### config.mk
export PLATFORM = sky130hd
export DESIGN_NAME = bin2bcd_serial
export DESIGN_NICKNAME = d
export VERILOG_FILES = /design/src/rtl/bin2bcd_serial.sv
export SDC_FILE = /design/constraint.sdc
export NUM_CORES = 1
export LEC_CHECK = 0
export CORE_MARGIN = 10
export CORE_UTILIZATION = 54
export CTS_CLUSTER_SIZE = 30
export DETAILED_ROUTE_END_ITERATION = 6
export PLACE_DENSITY = 0.78
export SYNTH_ARGS = -nofsm -noshare
export SYNTH_HDL_FRONTEND = slang
export SYNTH_SLANG_ARGS = --single-unit
### constraint.sdc
create_clock -name clk -period 2.34 [get_ports clk]
set_clock_uncertainty 0.2 [all_clocks]
set_input_delay 0.585 -clock clk [delete_from_list [all_inputs] [get_ports clk]]
set_output_delay 0.585 -clock clk [all_outputs]
set_load 0.1 [all_outputs]
### src/rtl/bin2bcd_serial.sv
// Serial binary-to-BCD converter (shift-and-add-3, one input bit per clock).
// A start/done handshake frames each conversion; ovf flags results that need more than D digits.
module bin2bcd_serial #(
  parameter int unsigned W = 8,
  parameter int unsigned D = 3
) (
  input  logic           clk,
  input  logic           reset,
  input  logic           start,
  input  logic [W-1:0]   bin,
  output logic           busy,
  output logic           done,
  output logic [4*D-1:0] bcd,
  output logic           ovf
);

  localparam int unsigned BW = 4 * D;
  localparam int unsigned CW = $clog2(W + 1);

  typedef enum logic [1:0] {
    IDLE,
    SHIFT,
    FINISH
  } state_t;

  state_t          state;
  logic [W-1:0]    shreg;
  logic [BW-1:0]   scratch;
  logic [BW-1:0]   adj;
  logic [BW-1:0]   scratch_nxt;
  logic            carry_out;
  logic            sticky;
  logic [CW-1:0]   count;

  // Per-digit add-3 correction; digits are independent, no inter-digit carry.
  always_comb begin
    adj = '0;
    for (int i = 0; i < int'(D); i++) begin
      if (scratch[4*i +: 4] >= 4'd5) adj[4*i +: 4] = scratch[4*i +: 4] + 4'd3;
      else                            adj[4*i +: 4] = scratch[4*i +: 4];
    end
  end

  // The bit leaving the top digit carries weight 10^D and is lost from bcd.
  assign carry_out   = adj[BW-1];
  assign scratch_nxt = {adj[BW-2:0], shreg[W-1]};

  always_ff @(posedge clk or posedge reset) begin
    if (reset) begin
      state   <= IDLE;
      shreg   <= '0;
      scratch <= '0;
      sticky  <= 1'b0;
      count   <= '0;
      busy    <= 1'b0;
      done    <= 1'b0;
      bcd     <= '0;
      ovf     <= 1'b0;
    end else begin
      done <= 1'b0;
      case (state)
        IDLE, FINISH: begin
          if (start) begin
            shreg   <= bin;
            scratch <= '0;
            sticky  <= 1'b0;
            count   <= CW'(W);
            busy    <= 1'b1;
            state   <= SHIFT;
          end else begin
            state <= IDLE;
          end
        end
        SHIFT: begin
          scratch <= scratch_nxt;
          shreg   <= shreg << 1;
          sticky  <= sticky | carry_out;
          count   <= count - CW'(1);
          // Last iteration publishes the result on the same edge.
          if (count == CW'(1)) begin
            bcd   <= scratch_nxt;
            ovf   <= sticky | carry_out;
            busy  <= 1'b0;
            done  <= 1'b1;
            state <= FINISH;
          end
        end
        default: begin
          busy  <= 1'b0;
          state <= IDLE;
        end
      endcase
    end
  end

endmodule
==> flow_summary.ini, run 1 <==
[outcome]
status = finished clean

[clock_network]
post_cts_resized = 0
clock_latency_ns = 0.30
post_cts_buffers = 0
cts_tree = built
cts_inserted_buffers = 5
h-tree-depth = 2
clock_path_buffers = 2
cts_root_buf = clkbuf_8
ctsHoldBuffers = 0
clock_sinks = 42
clkTransAtPathRegs_ns = 0.08

[drt]
wl_met2_um = 1750
drt_first_iter_violations = 99
routedWlPerCell_um = 13.9
first_pass_iters = 4
wl_met1_um = 1760
wirelength_um = 3820
drc = 0
vias_per_cell = 5.17
vias = 1421
postRouteAntennaNets = 0
wl_met3_um = 219
maxUsedRoutingLayer = met4

[floorplan]
die_width_um = 81.0
core_area_um2 = 3630
top_level_ports = 26
initial_utilization_pct = 55.3
die_area_um2 = 6560
fp.dieH_um = 81.0
rows = 22

[global_routing]
grt_use_total_pct = 13.3
antenna_found_initial = 0
grt_max_degree = 43
grt_pass1_wl_um = 6790
grt_pass1_vias = 1465
grt_overflow = 0

[synth]
yosysTopAreaCell = dfrtp_1
syn_area_um2 = 2010
synth_area_per_cell_um2 = 10.1
synth_top_area_share_pct = 52.3
synth_cell_types = 31
synth_area_leaders = dfrtp_1, nand2_1, o21ai_0, ha_1, a22o_1
ys_ff_latch = 42
ys_warn_count = 0
syn_nets = 218
seq_area_frac_synth_pct = 52.3
netlist_instances = 199

[critical_path]
crit_chain = inv_1 -> ha_1 -> nand2b_1 -> a21oi_2 -> mux2i_1 -> mux2_4
cp_slowest_stage_delay_ns = 0.42
worst_setup_path_end_kind = flop
crit_buf_inv = 1
start_kind = flop
crit_type = reg -> reg
cp_data_arrival_time_ns = 1.84
crit_family = multiplexers
path_max_fanout = 5
cpMaxStageDelayCell = dfrtp_1
crit_required_ns = 2.38

[timing]
maxSlewViolCount = 0
setup_viol = 0
rsz0062_at_grt = false
worst_pin_slew_ns = 0.419
timing.final.crit_share_pct = 76.9
timing.final.hold_violations = 0
relSlewSlack_pct = 72.1
finalSetupTns_ns = 0
fin_crit_ns = 1.80
fmax_mhz = 555

[layout]
diodes = 0
drive_gt1_share_pct = 16.7
nets = 245
final_core_util_pct = 65.0
syn_to_final_growth_pct = 17.4

[placement]
hpwl_um = 2720
place_congestion = 0.785
io_buffers = 25

[worst_hold_path]
hold_path_class = reg -> reg

[job]
cap_violations = 0
==> cells in the mapped netlist <==
cell      count
nor2_8        1
nand2b_1      5
a21oi_2       3
mux2_4        2
a22o_1        6
nor3b_1       5
a21oi_1       7
and2b_4       1
mux2i_1       3
and2_1        1
buf_6         3
inv_1        10
nor3b_2       1
nand3_1       2
xor2_1        1
nor3_1        2
a31oi_1       7
dfrtp_1      42
and2b_1       1
nor4_2        1
nor2_1       11
buf_8         1
nand2_1      40
buf_2         5
o21ai_0      21
a21o_1        1
o21ai_1       2
xnor2_1       4
mux2_2        1
ha_1          8
inv_2         1
==> area by class of cell <==
cell class	instances	area (um^2)
fillers	322	1270
flip-flops and latches	42	1050
multi-input cells	137	845
repair buffers	29	255
clock buffers	5	68.8
well taps	48	60.1
inverters	11	41.3
clock inverters	3	40.0
==> registers in the layout (all words and copies together), names as in the netlist <==
| register | count |
|---|---|
| scratch | 12 |
| busy | 1 |
| count | 4 |
| shreg | 8 |
| ovf | 1 |
| sticky | 1 |
| bcd | 12 |
| done | 1 |
| state | 2 |
==> per-stage QoR <==
step                cell area (um^2)  hold WS, ns  setup slack [ns]  instances
floorplan                       2010        0.251             0.581        199
global placement                2250        0.262             0.272        267
detailed placement              2250        0.265             0.235        267
CTS                             2360        0.284             0.519        275
global route                    2360        0.298             0.408        275
finish                          2360        0.282             0.540        275
==> cells by family (layout without fill, tap and decap cells) <==
logic type	after synthesis	in the layout	synth area share, %
adders and majority gates	8	8	4.98
and+or+nand+nor	71	71	17.4
DFF	42	42	52.3
muxes	6	6	3.55
xor gates and xnor gates	5	5	2.18
AOI/OAI and AO/OA	47	47	13.9
buffers and inverters	20	48	5.72
==> final timing paths <==
check                                             from  slack, ns  cells after the start                     end
worst max-delay path            scratch[4]$_DFFE_PP0P_       0.54                      6      bcd[6]$_DFFE_PP0P_
worst min-delay path                bcd[8]$_DFFE_PP0P_       0.28                      2      bcd[8]$_DFFE_PP0P_
worst max register to register  scratch[4]$_DFFE_PP0P_       0.54                      6      bcd[6]$_DFFE_PP0P_
worst min register to register      bcd[8]$_DFFE_PP0P_       0.28                      2      bcd[8]$_DFFE_PP0P_
max in group asynchronous                        reset       1.28                      3  scratch[6]$_DFFE_PP0P_
min in group asynchronous                        reset       0.45                      3        busy$_DFFE_PP0P_
==> layout by cell type (no fill, tap or decap) <==
| cell | instances |
|---|---|
| a21o_1 | 1 |
| a21oi_1 | 7 |
| a21oi_2 | 3 |
| a22o_1 | 6 |
| a31oi_1 | 7 |
| and2_1 | 1 |
| and2b_1 | 1 |
| and2b_4 | 1 |
| buf_12 | 1 |
| buf_4 | 18 |
| bufinv_16 | 1 |
| clkbuf_8 | 5 |
| clkdlybuf4s50_1 | 10 |
| clkinv_2 | 2 |
| dfrtp_1 | 42 |
| ha_1 | 8 |
| inv_1 | 10 |
| inv_2 | 1 |
| mux2_2 | 1 |
| mux2_4 | 2 |
| mux2i_1 | 3 |
| nand2_1 | 40 |
| nand2b_1 | 5 |
| nand3_1 | 2 |
| nor2_1 | 11 |
| nor2_8 | 1 |
| nor3_1 | 2 |
| nor3b_1 | 5 |
| nor3b_2 | 1 |
| nor4_2 | 1 |
| o21ai_0 | 21 |
| o21ai_1 | 2 |
| xnor2_1 | 4 |
| xor2_1 | 1 |
==> worst register-to-register path, delay by kind of cell, from the launching register on <==
family	cells	cell delay, ns
buffers and inverters	1	0.10
AOI/OAI and AO/OA	1	0.20
and+or+nand+nor	1	0.11
muxes	2	0.48
adders and majority gates	1	0.24
DFF	1	0.42
==> layer usage <==
layer | vias to the layer above | GRT usage (%)
met5 | - | 0
li1 | 722 | -
met3 | 10 | 3.75
met1 | 655 | 16.5
met2 | 34 | 20.6
met4 | 0 | 6.75
Power of run 1 is left out: the tool's default activity adds up to more than one toggle a clock period on the data nets, which glitch-free logic cannot reach.
==> run 2, diff against run 1 <==
Clock period 2.34 ns to 1.7 ns, I/O delays scaled along.
==> run 2 against run 1 <==
Utilization rose by 13 points. Highest routed layer unchanged. Critical path type unchanged. Cell count rose by 8.0%. Register-to-register slack got worse by 0.52 ns. Worst setup slack got worse by 0.52 ns. Critical path depth did not move. Global-route usage rose by 0.70 points. Non-clock buffer count rose by 23. Maximum frequency rose by 7.0%. Largest cell class unchanged. Cell area rose by 20%.
==> flow_summary.ini, run 2 (same netlist as run 1, synthesis figures left out) <==
[placement]
hpwl_um = 3060
place_congestion = 0.772
dp_cells = 283
io_buffers = 25

[global_routing]
grt_max_degree = 43
antenna_found_initial = 0
grt_pass1_vias = 1639
grt_overflow = 0
grt_pass1_wl_um = 7260
grt_use_total_pct = 14.0

[timing]
finalHoldWorstSlack_ns = 0.294
worst_pin_slew_ns = 0.292
finalSetupTns_ns = 0
fin_crit_ns = 1.68
setup_viol = 0
rsz0062_at_grt = true
maxSlewViolCount = 0
relSlewSlack_pct = 80.3
fmax_mhz = 594
timing.final.crit_share_pct = 99.0
timing.final.hold_violations = 0

[drt]
drt_first_iter_violations = 106
postRouteAntennaNets = 0
wirelength_um = 4440
vias = 1556
vias_per_cell = 5.24
first_pass_iters = 4
drc = 0
routedWlPerCell_um = 14.9

[floorplan]
die_width_um = 81.0
top_level_ports = 26
die_area_um2 = 6560
initial_utilization_pct = 55.3
rows = 22
core_area_um2 = 3630
fp.dieH_um = 81.0

[clock_network]
ctsHoldBuffers = 0
clock_path_buffers = 2
clock_latency_ns = 0.29
cts_root_buf = clkbuf_8
cts_tree = built
cts_inserted_buffers = 5
clkTransAtPathRegs_ns = 0.07
h-tree-depth = 2
clock_sinks = 42

[layout]
largestRegisters = bcd (12), scratch (12), shreg (8)
nets = 268
final_core_util_pct = 78.1
layout_commonest_cell = dfrtp_1
syn_to_final_growth_pct = 41.1
drive_gt1_share_pct = 32.5
finalNonFillerCells = 297
final_cell_mix = dfrtp_1, nand2_1, buf_4
diodes = 0

[outcome]
status = finished clean

[worst_hold_path]
hold_path_class = in -> async

[critical_path]
r2r_cells = 6
path_max_fanout = 3
worst_setup_path_end_kind = flop
start_kind = flop
crit_required_ns = 1.73
cp_data_arrival_time_ns = 1.72
ff2ff_setup_slack_ns = 0.02
crit_type = reg -> reg

[job]
cap_violations = 0
==> run 2: cell types whose count changed in the layout (fill, tap and decap cells not counted), moves of 4 or more <==
| cell | before | now |
|---|---|---|
| inv_1 | 10 | 4 |
| inv_2 | 1 | 6 |
| ha_1 | 8 | 1 |
| buf_4 | 18 | 25 |
| ha_4 | 0 | 4 |
| buf_12 | 1 | 16 |
==> run 2: worst max-delay path, cell delays in order (launching register included) <==
cell and delay (ns):
dfrtp_1 0.37, inv_2 0.07, ha_2 0.16, nand2b_4 0.15
a21oi_4 0.17, mux2i_2 0.31, mux2_4 0.19
==> run 2: per-layer routing <==
metal	up-vias	GRT usage, %	wire length (um)	share of wire [%]
met5	-	0	0	0
met4	0	5.36	65	1.5
met3	7	4.64	209	4.7
met2	28	24.5	2300	52
met1	758	15.3	1860	42
li1	763	-	-	-
==> run 2: path summary, 6_finish.rpt <==
check,start,to
max,scratch[5]$_DFFE_PP0P_,bcd[6]$_DFFE_PP0P_
min,reset,scratch[10]$_DFFE_PP0P_
max reg2reg,scratch[5]$_DFFE_PP0P_,bcd[6]$_DFFE_PP0P_
min reg2reg,sticky$_DFFE_PP0P_,sticky$_DFFE_PP0P_
max in group asynchronous,reset,bcd[9]$_DFFE_PP0P_
min in group clk,sticky$_DFFE_PP0P_,sticky$_DFFE_PP0P_
==> run 2: cell type report <==
class	instances	area, um^2
Sequential cell	42	1050
Multi-Input combinational cell	137	987
Fill cell	233	796
Timing Repair Buffer	52	619
Clock buffer	7	76.3
Tap cell	48	60.1
Inverter	11	43.8
==> run 2: timing repair <==
| action | CTS | global route |
|---|---|---|
| resized for setup | 7 | 29 |
| buffers inserted | 4 | 3 |
| pin swaps | 3 | 7 |
| setup endpoints to repair | 4 | 16 |
==> run 2: stage by stage <==
step | worst slack (ns) | cell area (um^2)
final | 0.0178 | 2840
after global routing | -0.0157 | 2840
after CTS | 0.00348 | 2700
after detailed placement | -0.211 | 2560
after global placement | -0.171 | 2560
after floorplan | 0.0744 | 2010
Power of run 2 is left out for the same reason.
==> run 3, diff against run 2 <==
Settings changed: CORE_ASPECT_RATIO from default to 2.
==> run 3 against run 2 <==
Die area increased by 2.3%. Sequential share of layout area down 0.67 points. Sequential cell count unchanged. Count of clock-buffer cells in the layout down 2. Register-to-register slack worse by 0.02 ns. Cell count stayed put. Global-route usage increased by 0.22 points. Critical endpoint is now scratch[10]$_DFFE_PP0P_.
==> flow_summary.ini, run 3 (same netlist as run 1, synthesis figures left out) <==
[outcome]
status = finished clean

[floorplan]
die_width_um = 63.1
core_area_um2 = 3610
initial_utilization_pct = 55.7
fp.dieH_um = 106
top_level_ports = 26
rows = 31
die_area_um2 = 6710

[clock_network]
clock_path_buffers = 2
clkTransAtPathRegs_ns = 0.08
cts_root_buf = clkbuf_8
clock_sinks = 42
clock_latency_ns = 0.30
cts_tree = built
h-tree-depth = 2
cts_inserted_buffers = 5

[drt]
first_pass_iters = 5
wirelength_um = 4770
drc = 0
vias_per_cell = 5.46
postRouteAntennaNets = 0
routedWlPerCell_um = 16.1
drt_first_iter_violations = 27
vias = 1622

[timing]
timing.final.crit_share_pct = 99.9
fmax_mhz = 589
setup_viol = 0
setup_slack_ns = 0.00154
rsz0062_at_grt = true
timing.final.hold_violations = 0
maxSlewViolCount = 0
relSlewSlack_pct = 81.0
worst_pin_slew_ns = 0.282
fin_crit_ns = 1.70

[critical_path]
start_kind = flop
ff2ff_setup_slack_ns = 0.002
worst_setup_path_end_kind = flop
r2r_cells = 6
crit_chain = inv_2 -> ha_2 -> nand2b_4 -> a21oi_4 -> mux2i_2 -> a22o_1
startpoint = scratch[9]$_DFFE_PP0P_
path_max_fanout = 3
cp-endpoint = scratch[10]$_DFFE_PP0P_
crit_required_ns = 1.73
reg2reg_to = scratch[10]$_DFFE_PP0P_
cp_slowest_stage_delay_ns = 0.41
crit_type = reg -> reg
r2r_start = scratch[9]$_DFFE_PP0P_
cp_data_arrival_time_ns = 1.73
cpMaxStageDelayCell = dfrtp_1

[global_routing]
grt_pass1_wl_um = 7670
grt_use_total_pct = 14.2
grt_max_degree = 43
antenna_found_initial = 0
grt_overflow = 0
grt_pass1_vias = 1714

[worst_hold_path]
hold_path_class = reg -> reg
min_delay_path_depth = 2

[job]
cap_violations = 0

[placement]
dp_cells = 283
place_congestion = 0.767
hpwl_um = 3160
preCtsSetupSlack_ns = -0.203
io_buffers = 25

[layout]
drive_gt1_share_pct = 32.7
diodes = 0
syn_to_final_growth_pct = 43.7
nets = 266
final_cell_mix = dfrtp_1, nand2_1, buf_4
finalNonFillerCells = 297
layout_commonest_cell = dfrtp_1
n_fill_cell = 221
largestRegisters = bcd (12), scratch (12), shreg (8)
## run 3: cell count changes in the layout (fill, tap and decap cells not counted)
cell | previous run | this run
o21ai_1 | 4 | 3
clkinv_4 | 0 | 1
buf_12 | 16 | 17
bufinv_16 | 0 | 2
buf_4 | 25 | 22
clkbuf_1 | 2 | 0
xnor2_1 | 2 | 3
xnor2_2 | 2 | 1
o21ai_0 | 19 | 20
## run 3: through the flow
step / hold WS, ns / instance area [um^2] / TNS [ns] / util (%)
final: 0.298 / 2890 / 0 / 80.1
after global routing: 0.314 / 2890 / -0.141 / 80.1
after CTS: 0.288 / 2760 / 0 / 76.5
after detailed placement: 0.279 / 2570 / -3.11 / 71.1
after global placement: 0.264 / 2570 / -2.45 / 71.1
after floorplan: 0.251 / 2010 / 0 / -
## run 3: final cells by class
type | instances | area (um^2) | share of cell area, %
clock buffer | 5 | 68.8 | 2.38
clock inverter | 3 | 68.8 | 2.38
inverter | 11 | 43.8 | 1.52
multi-input combinational | 137 | 980 | 33.9
sequential | 42 | 1050 | 36.4
tap | 49 | 61.3 | 2.12
timing repair buffer | 50 | 617 | 21.3
## run 3: worst max-delay path, delay by kind of cell, from the launching register on
| kind | cells | cell delay (ns) |
|---|---|---|
| DFF | 1 | 0.41 |
| AOI/OAI and AO/OA | 2 | 0.34 |
| muxes | 1 | 0.27 |
| adders and majority gates | 1 | 0.18 |
| and+or+nand+nor | 1 | 0.15 |
| buffers and inverters | 1 | 0.09 |
## run 3: worst min path at each step
stage | end | slack [ns] | startpoint
floorplan | sticky$_DFFE_PP0P_ | 0.25 | sticky$_DFFE_PP0P_
global placement | sticky$_DFFE_PP0P_ | 0.26 | sticky$_DFFE_PP0P_
detailed placement | sticky$_DFFE_PP0P_ | 0.28 | sticky$_DFFE_PP0P_
CTS | scratch[11]$_DFFE_PP0P_ | 0.29 | reset
global route | bcd[10]$_DFFE_PP0P_ | 0.31 | reset
finish | sticky$_DFFE_PP0P_ | 0.30 | sticky$_DFFE_PP0P_
## run 3: per-layer routing
| metal | vias to the layer above | global-route usage, % | wire (um) |
|---|---|---|---|
| li1 | 758 | - | - |
| met1 | 801 | 13.3 | 1650 |
| met2 | 51 | 26.9 | 2790 |
| met3 | 12 | 4.00 | 194 |
| met4 | 0 | 7.07 | 137 |
| met5 | - | 0 | 0 |
## run 3: what timing repair did
| action | in CTS | in global routing |
|---|---|---|
| setup endpoints to repair | 5 | 19 |
| pin swaps | 4 | 5 |
| resized for setup | 8 | 26 |
| hold buffers | 0 | 0 |
| setup buffers | 4 | 2 |
Power of run 3 is left out for the same reason.
